**src/rtl/multicycle_ctrl_pkg.sv**
```systemverilog
// Shared definitions for the multicycle CPU control path: opcodes, FSM state
// encodings, instruction classes and the select codes driven onto the datapath.
package cpu_defs;

  localparam int OP_W    = 6;
  localparam int ALUOP_W = 3;

  // R-type
  localparam logic [OP_W-1:0] OP_ADD  = 6'b000000;
  localparam logic [OP_W-1:0] OP_SUB  = 6'b000001;
  localparam logic [OP_W-1:0] OP_OR   = 6'b010000;
  localparam logic [OP_W-1:0] OP_AND  = 6'b010001;
  localparam logic [OP_W-1:0] OP_SLT  = 6'b100110;
  localparam logic [OP_W-1:0] OP_SLL  = 6'b011000;
  // I-type
  localparam logic [OP_W-1:0] OP_ADDI = 6'b000010;
  localparam logic [OP_W-1:0] OP_ORI  = 6'b010010;
  // Memory
  localparam logic [OP_W-1:0] OP_SW   = 6'b110000;
  localparam logic [OP_W-1:0] OP_LW   = 6'b110001;
  // Control
  localparam logic [OP_W-1:0] OP_BEQ  = 6'b110100;
  localparam logic [OP_W-1:0] OP_J    = 6'b111000;
  localparam logic [OP_W-1:0] OP_JR   = 6'b111001;
  localparam logic [OP_W-1:0] OP_JAL  = 6'b111010;
  localparam logic [OP_W-1:0] OP_HALT = 6'b111111;

  // The encodings are visible on the State debug port, so they are fixed values.
  typedef enum logic [2:0] {
    S_IF     = 3'b000,
    S_ID     = 3'b001,
    S_EXE_LS = 3'b010,
    S_MEM    = 3'b011,
    S_WB_LD  = 3'b100,
    S_EXE_BR = 3'b101,
    S_EXE_AL = 3'b110,
    S_WB_AL  = 3'b111
  } state_e;

  typedef enum logic [2:0] {
    CLS_ALU_R,
    CLS_ALU_I,
    CLS_LD,
    CLS_ST,
    CLS_BR,
    CLS_JMP,
    CLS_HALT,
    CLS_ILLEGAL
  } op_class_e;

  localparam logic [ALUOP_W-1:0] ALU_ADD = 3'b000;
  localparam logic [ALUOP_W-1:0] ALU_SUB = 3'b001;
  localparam logic [ALUOP_W-1:0] ALU_SLL = 3'b010;
  localparam logic [ALUOP_W-1:0] ALU_OR  = 3'b011;
  localparam logic [ALUOP_W-1:0] ALU_AND = 3'b100;
  localparam logic [ALUOP_W-1:0] ALU_SLT = 3'b101;

  localparam logic [1:0] PC_SRC_NEXT   = 2'b00;
  localparam logic [1:0] PC_SRC_BRANCH = 2'b01;
  localparam logic [1:0] PC_SRC_JUMP   = 2'b10;
  localparam logic [1:0] PC_SRC_REG    = 2'b11;

  localparam logic [1:0] REG_DST_RA = 2'b00;
  localparam logic [1:0] REG_DST_RT = 2'b01;
  localparam logic [1:0] REG_DST_RD = 2'b10;

endpackage

```
**src/rtl/multicycle_ctrl_dec.sv**
```systemverilog
// Opcode decoder: classifies the instruction and supplies the ALU controls
// used during the execute states. Purely combinational.
module multicycle_ctrl_dec
  import cpu_defs::*;
#(
  parameter int OP_W    = 6,
  parameter int ALUOP_W = 3
) (
  input  logic [OP_W-1:0]    opcode,
  output op_class_e          op_class,
  output logic               is_jr,
  output logic               is_jal,
  output logic [ALUOP_W-1:0] alu_op,
  output logic               alu_src_a,
  output logic               alu_src_b,
  output logic               ext_sel
);

  // Sign extension is the default; only ori wants its immediate zero-extended.
  always_comb begin
    op_class  = CLS_ILLEGAL;
    is_jr     = 1'b0;
    is_jal    = 1'b0;
    alu_op    = ALU_ADD;
    alu_src_a = 1'b0;
    alu_src_b = 1'b0;
    ext_sel   = 1'b1;
    case (opcode)
      OP_ADD: op_class = CLS_ALU_R;
      OP_SUB: begin
        op_class = CLS_ALU_R;
        alu_op   = ALU_SUB;
      end
      OP_OR: begin
        op_class = CLS_ALU_R;
        alu_op   = ALU_OR;
      end
      OP_AND: begin
        op_class = CLS_ALU_R;
        alu_op   = ALU_AND;
      end
      OP_SLT: begin
        op_class = CLS_ALU_R;
        alu_op   = ALU_SLT;
      end
      OP_SLL: begin
        op_class  = CLS_ALU_R;
        alu_op    = ALU_SLL;
        alu_src_a = 1'b1;
      end
      OP_ADDI: begin
        op_class  = CLS_ALU_I;
        alu_src_b = 1'b1;
      end
      OP_ORI: begin
        op_class  = CLS_ALU_I;
        alu_op    = ALU_OR;
        alu_src_b = 1'b1;
        ext_sel   = 1'b0;
      end
      OP_SW: begin
        op_class  = CLS_ST;
        alu_src_b = 1'b1;
      end
      OP_LW: begin
        op_class  = CLS_LD;
        alu_src_b = 1'b1;
      end
      OP_BEQ: begin
        op_class = CLS_BR;
        alu_op   = ALU_SUB;
      end
      OP_J:   op_class = CLS_JMP;
      OP_JR: begin
        op_class = CLS_JMP;
        is_jr    = 1'b1;
      end
      OP_JAL: begin
        op_class = CLS_JMP;
        is_jal   = 1'b1;
      end
      OP_HALT: op_class = CLS_HALT;
      default: op_class = CLS_ILLEGAL;
    endcase
  end

endmodule

```
**src/rtl/multicycle_ctrl.sv**
```systemverilog
// Main control FSM of the multicycle CPU. State moves on the CLK posedge; all
// outputs are decoded from the registered state and the IR opcode, so they hold
// steady across the high phase and the following low phase where the PC samples.
//
//   state    | meaning
//   ---------+-----------------------------------------------------------
//   S_IF     | fetch: load IR from instruction memory
//   S_ID     | decode; jumps/illegal finish here, halt parks here
//   S_EXE_AL | ALU operation for R-type and immediate instructions
//   S_EXE_BR | beq compare, PC updated from the Zero flag
//   S_EXE_LS | address calculation for lw/sw
//   S_MEM    | data memory access (sw finishes here)
//   S_WB_AL  | write ALU result to rd/rt
//   S_WB_LD  | write loaded data to rt
module multicycle_ctrl
  import cpu_defs::*;
#(
  parameter int OP_W    = 6,
  parameter int ALUOP_W = 3
) (
  input  logic               CLK,
  input  logic               RST,
  input  logic [OP_W-1:0]    Opcode,
  input  logic               Zero,
  output logic               PCWre,
  output logic [1:0]         PCSrc,
  output logic               IRWre,
  output logic               InsMemRW,
  output logic               RegWre,
  output logic [1:0]         RegDst,
  output logic               WrRegDSrc,
  output logic               DBDataSrc,
  output logic               ALUSrcA,
  output logic               ALUSrcB,
  output logic               ExtSel,
  output logic [ALUOP_W-1:0] ALUOp,
  output logic               mRD,
  output logic               mWR,
  output logic               Halted,
  output logic [2:0]         State
);

  state_e                 state_q;
  state_e                 state_d;
  op_class_e              op_class;
  logic                   is_jr;
  logic                   is_jal;
  logic [ALUOP_W-1:0]     dec_alu_op;
  logic                   dec_alu_src_a;
  logic                   dec_alu_src_b;
  logic                   dec_ext_sel;

  multicycle_ctrl_dec #(
    .OP_W    (OP_W),
    .ALUOP_W (ALUOP_W)
  ) u_dec (
    .opcode    (Opcode),
    .op_class  (op_class),
    .is_jr     (is_jr),
    .is_jal    (is_jal),
    .alu_op    (dec_alu_op),
    .alu_src_a (dec_alu_src_a),
    .alu_src_b (dec_alu_src_b),
    .ext_sel   (dec_ext_sel)
  );

  // State register; reset parks the FSM in fetch, whose outputs write nothing.
  always_ff @(posedge CLK or negedge RST) begin
    if (!RST) state_q <= S_IF;
    else      state_q <= state_d;
  end

  // Next-state and per-state output table. PCWre is raised only in the last
  // state of each instruction so the PC advances exactly once per instruction.
  always_comb begin
    state_d   = state_q;
    PCWre     = 1'b0;
    PCSrc     = PC_SRC_NEXT;
    IRWre     = 1'b0;
    InsMemRW  = 1'b0;
    RegWre    = 1'b0;
    RegDst    = REG_DST_RA;
    WrRegDSrc = 1'b0;
    DBDataSrc = 1'b0;
    ALUSrcA   = 1'b0;
    ALUSrcB   = 1'b0;
    ExtSel    = 1'b0;
    ALUOp     = ALU_ADD;
    mRD       = 1'b0;
    mWR       = 1'b0;
    Halted    = 1'b0;
    case (state_q)
      S_IF: begin
        IRWre    = 1'b1;
        InsMemRW = 1'b1;
        state_d  = S_ID;
      end
      S_ID: begin
        case (op_class)
          CLS_JMP: begin
            PCWre   = 1'b1;
            PCSrc   = is_jr ? PC_SRC_REG : PC_SRC_JUMP;
            if (is_jal) begin
              RegWre    = 1'b1;
              RegDst    = REG_DST_RA;
              WrRegDSrc = 1'b0;
            end
            state_d = S_IF;
          end
          CLS_BR:            state_d = S_EXE_BR;
          CLS_LD, CLS_ST:    state_d = S_EXE_LS;
          CLS_ALU_R,
          CLS_ALU_I:         state_d = S_EXE_AL;
          CLS_HALT: begin
            Halted  = 1'b1;
            state_d = S_ID;
          end
          default: begin
            // Unrecognised opcode retires as a NOP: just step the PC.
            PCWre   = 1'b1;
            PCSrc   = PC_SRC_NEXT;
            state_d = S_IF;
          end
        endcase
      end
      S_EXE_AL: begin
        ALUOp   = dec_alu_op;
        ALUSrcA = dec_alu_src_a;
        ALUSrcB = dec_alu_src_b;
        ExtSel  = dec_ext_sel;
        state_d = S_WB_AL;
      end
      S_EXE_BR: begin
        ALUOp   = ALU_SUB;
        ALUSrcA = dec_alu_src_a;
        ALUSrcB = dec_alu_src_b;
        ExtSel  = dec_ext_sel;
        PCWre   = 1'b1;
        PCSrc   = Zero ? PC_SRC_BRANCH : PC_SRC_NEXT;
        state_d = S_IF;
      end
      S_EXE_LS: begin
        ALUOp   = dec_alu_op;
        ALUSrcA = dec_alu_src_a;
        ALUSrcB = dec_alu_src_b;
        ExtSel  = dec_ext_sel;
        state_d = S_MEM;
      end
      S_MEM: begin
        if (op_class == CLS_LD) begin
          mRD     = 1'b1;
          state_d = S_WB_LD;
        end else begin
          mWR     = (op_class == CLS_ST);
          PCWre   = 1'b1;
          state_d = S_IF;
        end
      end
      S_WB_AL: begin
        RegWre    = 1'b1;
        WrRegDSrc = 1'b1;
        DBDataSrc = 1'b0;
        RegDst    = (op_class == CLS_ALU_R) ? REG_DST_RD : REG_DST_RT;
        PCWre     = 1'b1;
        state_d   = S_IF;
      end
      S_WB_LD: begin
        RegWre    = 1'b1;
        WrRegDSrc = 1'b1;
        DBDataSrc = 1'b1;
        RegDst    = REG_DST_RT;
        PCWre     = 1'b1;
        mRD       = 1'b1;
        state_d   = S_IF;
      end
      default: state_d = S_IF;
    endcase
  end

  assign State = state_q;

endmodule

```
**config.mk**
```make
export PLATFORM = sky130hd
export DESIGN_NAME = multicycle_ctrl
export DESIGN_NICKNAME = d
export VERILOG_FILES = /design/src/rtl/multicycle_ctrl_pkg.sv /design/src/rtl/multicycle_ctrl_dec.sv /design/src/rtl/multicycle_ctrl.sv
export SDC_FILE = /design/constraint.sdc
export NUM_CORES = 1
export LEC_CHECK = 0
export ABC_AREA = 0
export CELL_PAD_IN_SITES_DETAIL_PLACEMENT = 0
export CELL_PAD_IN_SITES_GLOBAL_PLACEMENT = 1
export CORE_MARGIN = 5
export CORE_UTILIZATION = 32
export DETAILED_ROUTE_END_ITERATION = 6
export PLACE_DENSITY_LB_ADDON = 0.1
export SYNTH_ARGS = -nofsm -noshare
export SYNTH_HDL_FRONTEND = slang
export SYNTH_SLANG_ARGS = --single-unit
export TNS_END_PERCENT = 30
```
**constraint.sdc**
```tcl
create_clock -name CLK -period 3.23 [get_ports CLK]
set_clock_uncertainty 0.15 [all_clocks]
set_input_delay 0.8075 -clock CLK [delete_from_list [all_inputs] [get_ports CLK]]
set_output_delay 0.8075 -clock CLK [all_outputs]
set_load 0.01 [all_outputs]
```
======== Yosys cells after proc, flatten, opt, wreduce, memory -nomap -nowiden ========
Index checks and enable logic that the tools add are counted.
operators by class
  reductions and logical operators ........ 16
  equal/unequal tests ..................... 27
  mux-type cells .......................... 35
operators by type and width
  cell                  number
  $eq A6 B6 Y1 const B  8
  $eq A6 B5 Y1 const B  4
  $mux W1               22
  $eq A3 B3 Y1 const B  7
  $pmux W3 S7           1
  $pmux W3 S6           1
  $pmux W3 S5           1
  $reduce_or A2 Y1      7
  $eq A3 B2 Y1 const B  4
  $pmux W3 S4           1
  $reduce_or A6 Y1      2
  $reduce_or A3 Y1      3
  $pmux W2 S2           2
  $eq A3 B1 Y1 const B  2
  $eq A6 B1 Y1 const B  1
  $eq A6 B2 Y1 const B  1
  $logic_not A3 Y1      2
  $logic_not A6 Y1      1
  $pmux W3 S2           1
  $mux W2               2
  $pmux W1 S2           2
  $reduce_or A4 Y1      1
  $mux W3               1
  $pmux W1 S3           1
word-level totals
  output and inout bits ................... 22
  register bits after elaboration ......... 3
  input bits .............................. 9

======== Depth between registers and ports, before layout ========
  word-level depth ........................ 7
  gate-level depth with buffers ........... 7
  depth with buffers taken out ............ 5

======== Cells and area by module ========
Synthesis repeated with hierarchy kept, for this count alone.
second synthesis, totals
  cells, all modules ...................... 109
  area total of the unflattened synthesis .. 725.7 µm²
modules (own cells, without submodules)
  module               times used  sequential area each (µm²)  area an instance (µm²)  cells each
  multicycle_ctrl      1           75.1                        390.4                   53
  multicycle_ctrl_dec  1           0.0                         335.3                   56

======== Worst setup path after synthesis ========
Ideal clock, no wire load.
  kind .................................... input port to output port
  from .................................... input Opcode[0]
  to ...................................... output ALUSrcB
  setup slack ............................. 0.533 ns
  cell stages on the path ................. 5
  required time ........................... 2.273 ns
  data arrival time ....................... 1.740 ns
  cells stage by stage .................... buf_2 buf_4 nor2_1 a21oi_1 nor4_1
on the way
  longest elaborated chain between the ends .. 4
ends and longest elaborated chain
  what                                  RTL line                   source
  start, declared                       multicycle_ctrl.sv:23      input logic [OP_W-1:0] Opcode,
  $eq A6 B2 Y1 (tied with other cells)  multicycle_ctrl_dec.sv:28  case (opcode)
  $reduce_or A4 Y1 (no line) *          --
  $mux W1 *                             multicycle_ctrl_dec.sv:28
  $mux W1 *                             multicycle_ctrl.sv:92      case (state_q)
  end, declared                         multicycle_ctrl.sv:34      output logic ALUSrcB,
Mark *: on every way between the ends. The rest lies on a longest branch, timed or not.

======== Worst setup path in the final report ========
  from .................................... input Opcode[1]
  to ...................................... output RegDst[1]
on the way
  longest elaborated chain between the ends .. 6
ends and longest elaborated chain
  what                                                RTL line                   source
  $eq A6 B1 Y1 (tied with other cells)                multicycle_ctrl_dec.sv:28
  $reduce_or A6 Y1 (no line) (tied with other cells)  --
  $pmux W3 S7 *                                       multicycle_ctrl_dec.sv:28
  $logic_not A3 Y1 *                                  multicycle_ctrl.sv:163     RegDst = (op_class == CLS_ALU_R) ? REG_DST_RD : REG_DST_RT;
  $mux W2 *                                           multicycle_ctrl.sv:163
  $pmux W2 S2 *                                       multicycle_ctrl.sv:92
  end, declared                                       multicycle_ctrl.sv:30      output logic [1:0] RegDst,
Marks and branches as above.

==> run summary <==
status - finished with violations
Top delay family on crit path - buffers and inverters
first-pass GRT wire length - 4.61 mm
number of fill cells - 259
post-route ant nets - 0
crit path max-delay cell type - clkdlybuf4s50_1
failing checks - setup timing
worst-path cell chain - clkdlybuf4s15_2 > or3_4 > o22ai_2 > and4_1 > clkdlybuf4s50_1
Final Cycle Share - 102%
area grow syn2layout - 73.0%
Vias - 1,081
nets - 188
Buf+Inv Stages, Crit Path - 2
hold_ws - 0.551 ns
CTS tree - yes
initial core utilization - 33.0%
EDFF count, synth - 0
share of cells above drive strength 1 - 37.1%
multi-input logic area - 673 µm²
top post-synthesis cells by count - 14 x nor2_1, 10 x a21oi_1, 8 x nand2_1
Seq cells post-synth - 3
CTS Buffer Depth - 2
syn nets - 130
Distinct cells, synth - 46
clock-pin slew on the worst setup and hold paths - 0.04 ns
total of max-cap violations - 0
yosys warns - 0
Core ar. - 2450 µm²
DRT Pass-1 Iters - 4
port bufs - 30
Slew Limit Fails - 0
Worst Setup End Kind - primary output
antenna cells - 0
post-synth top area share - 9.26%
slowest stage delay, CP - 0.53 ns
final setup margin - -0.0700 ns
top cells by area, synth - dfrtp_1 9.3%, nor2_1 6.5%, a21oi_1 6.2%
final setup fails - 2
die area - 3640 µm²
Rel. slew slack - 74.7%
pwr dens - 340 nW/µm²
post-synthesis cell count - 121
maximum vdd drop - 0.344 mV
I/O Pins - 31
DRT iter0 DRCs - 20
DPL Wire Length - 2.20 mm
pre-CTS setup slack - -0.553 ns
DIE HEIGHT - 60.3 µm
Post-route DRC - 0
Async S/R FF share, synth - 100%
final core utilization - 57.1%
DR WL/cell - 13.7 µm
Crit Path Class - input port to primary output
RSZ-0062 raised after global routing - yes
Hold Buf Count CTS - 0
clock sink count - 3
initial antenna violation count - 0
Routed WL - 2.84 mm
TritonCTS Buffers - 3
measured slew at the worst slew-check pin - 0.380 ns
H-Tree Depth - 1
Rows - 18
maximum number of pins on one net before global-route repair - 19
Worst Path Required - 2.27 ns
final hold vios - 0
Worst EP arrival - 2.34 ns
Pleak - 0.713 nW
Syn Area/Cell - 6.70 µm²
crit-path max FO - 5
sequential area share after synthesis - 9.26%
Worst-Skew Late Latency - 0.23 ns
minimum clock period - 3.30 ns
vias in the first global route - 1,013
global placement routability congestion - 0.845
Die W - 60.3 µm
grt total ovfl - 0
synthesized area - 811 µm²
post-synth top area cell - dfrtp_1
most frequent cell after synthesis - nor2_1
Setup crit start kind - input port
Synth Flop Type - dfrtp_1
Seq. cell area - 75.1 µm²
maximum clock rate - 303 MHz
All-Layer GR Usage - 16.3%
Via-to-Cell Ratio - 5.20
max reg flops - 3
root buffer cell - clkbuf_4
worst min-delay path category - flop to flop
==> worst paths after layout <==
check	from	cells past startpoint	end	slack [ns]
setup / recovery	Opcode[1]	5	RegDst[1]	-0.07
hold reg to reg	State[1]	2	State[2]	0.55
max in group asynchronous	RST	1	State[2]	2.18
hold / removal	State[1]	2	State[2]	0.55
min in group asynchronous	RST	1	State[1]	0.60
setup reg to reg	State[1]	4	State[0]	1.45
==> timing repair <==
action / 4_1_cts / 5_1_grt
pin swaps: 2 / 1
gates resized for setup: 38 / 11
setup endpoints to repair: 15 / 7
setup buffers: 2 / 0
==> stage by stage <==
step	std cells	cell area [µm²]	setup TNS (ns)	power, mW
after floorplan	121	811	0	0.253
after global placement	202	1310	-6.44	0.413
after detailed placement	202	1310	-6.60	0.414
after CTS	208	1380	-0.448	0.480
after global routing	208	1400	-0.301	0.516
final	208	1400	-0.0972	0.477
==> cell usage in the layout, fill, tap and decap left out, drive strengths merged, types with 3 or more instances in the layout <==
cell type      Yosys  layout
a21oi             10      10
a31oi              4       4
buf               12      39
clkbuf             1       4
clkdlybuf4s15      0       3
clkdlybuf4s50      0      10
dfrtp              3       3
dlygate4sd2        0       9
dlymetal6s2s       0       5
inv                5       5
nand2             11      11
nand2b             6       6
nor2              14      14
nor2b              7       7
nor3               6       6
nor4               3       3
o21ai              9       9
o22ai              3       3
==> routing by layer <==
metal | vias to the layer above | routed length (µm) | global-route usage, %
met5 | - | 0 | 0
met4 | 0 | 0 | 5.38
met3 | 0 | 136 | 0.851
li1 | 551 | - | -
met1 | 504 | 1260 | 20.9
met2 | 26 | 1450 | 29.0
==> worst min-delay path: cells and delay by family (launching register included) <==
| family | cells | cell delay [ns] |
|---|---|---|
| compound gates | 2 | 0.18 |
| flops | 1 | 0.47 |
==> cell type report <==
type / count / share of cell area (%)
Tap cell: 30 / 2.68
Multi-Input combinational cell: 100 / 48.0
Clock buffer: 4 / 1.87
Sequential cell: 3 / 5.35
Inverter: 5 / 1.34
Timing Repair Buffer: 66 / 40.8
==> kinds of logic (layout without fill, tap and decap cells) <==
family	Yosys count	in the layout	synth area share [%]
flops	3	3	9.26
buf+inv	18	75	13.6
compound gates	40	40	33.6
simple gates	60	60	43.5
==> power by group <==
| part | switching (mW) | internal [mW] |
|---|---|---|
| clock network | 0.0200 | 0.0463 |
| logic | 0.161 | 0.172 |
| registers | 0.0275 | 0.0497 |
(Power assumes the default switching activity.)
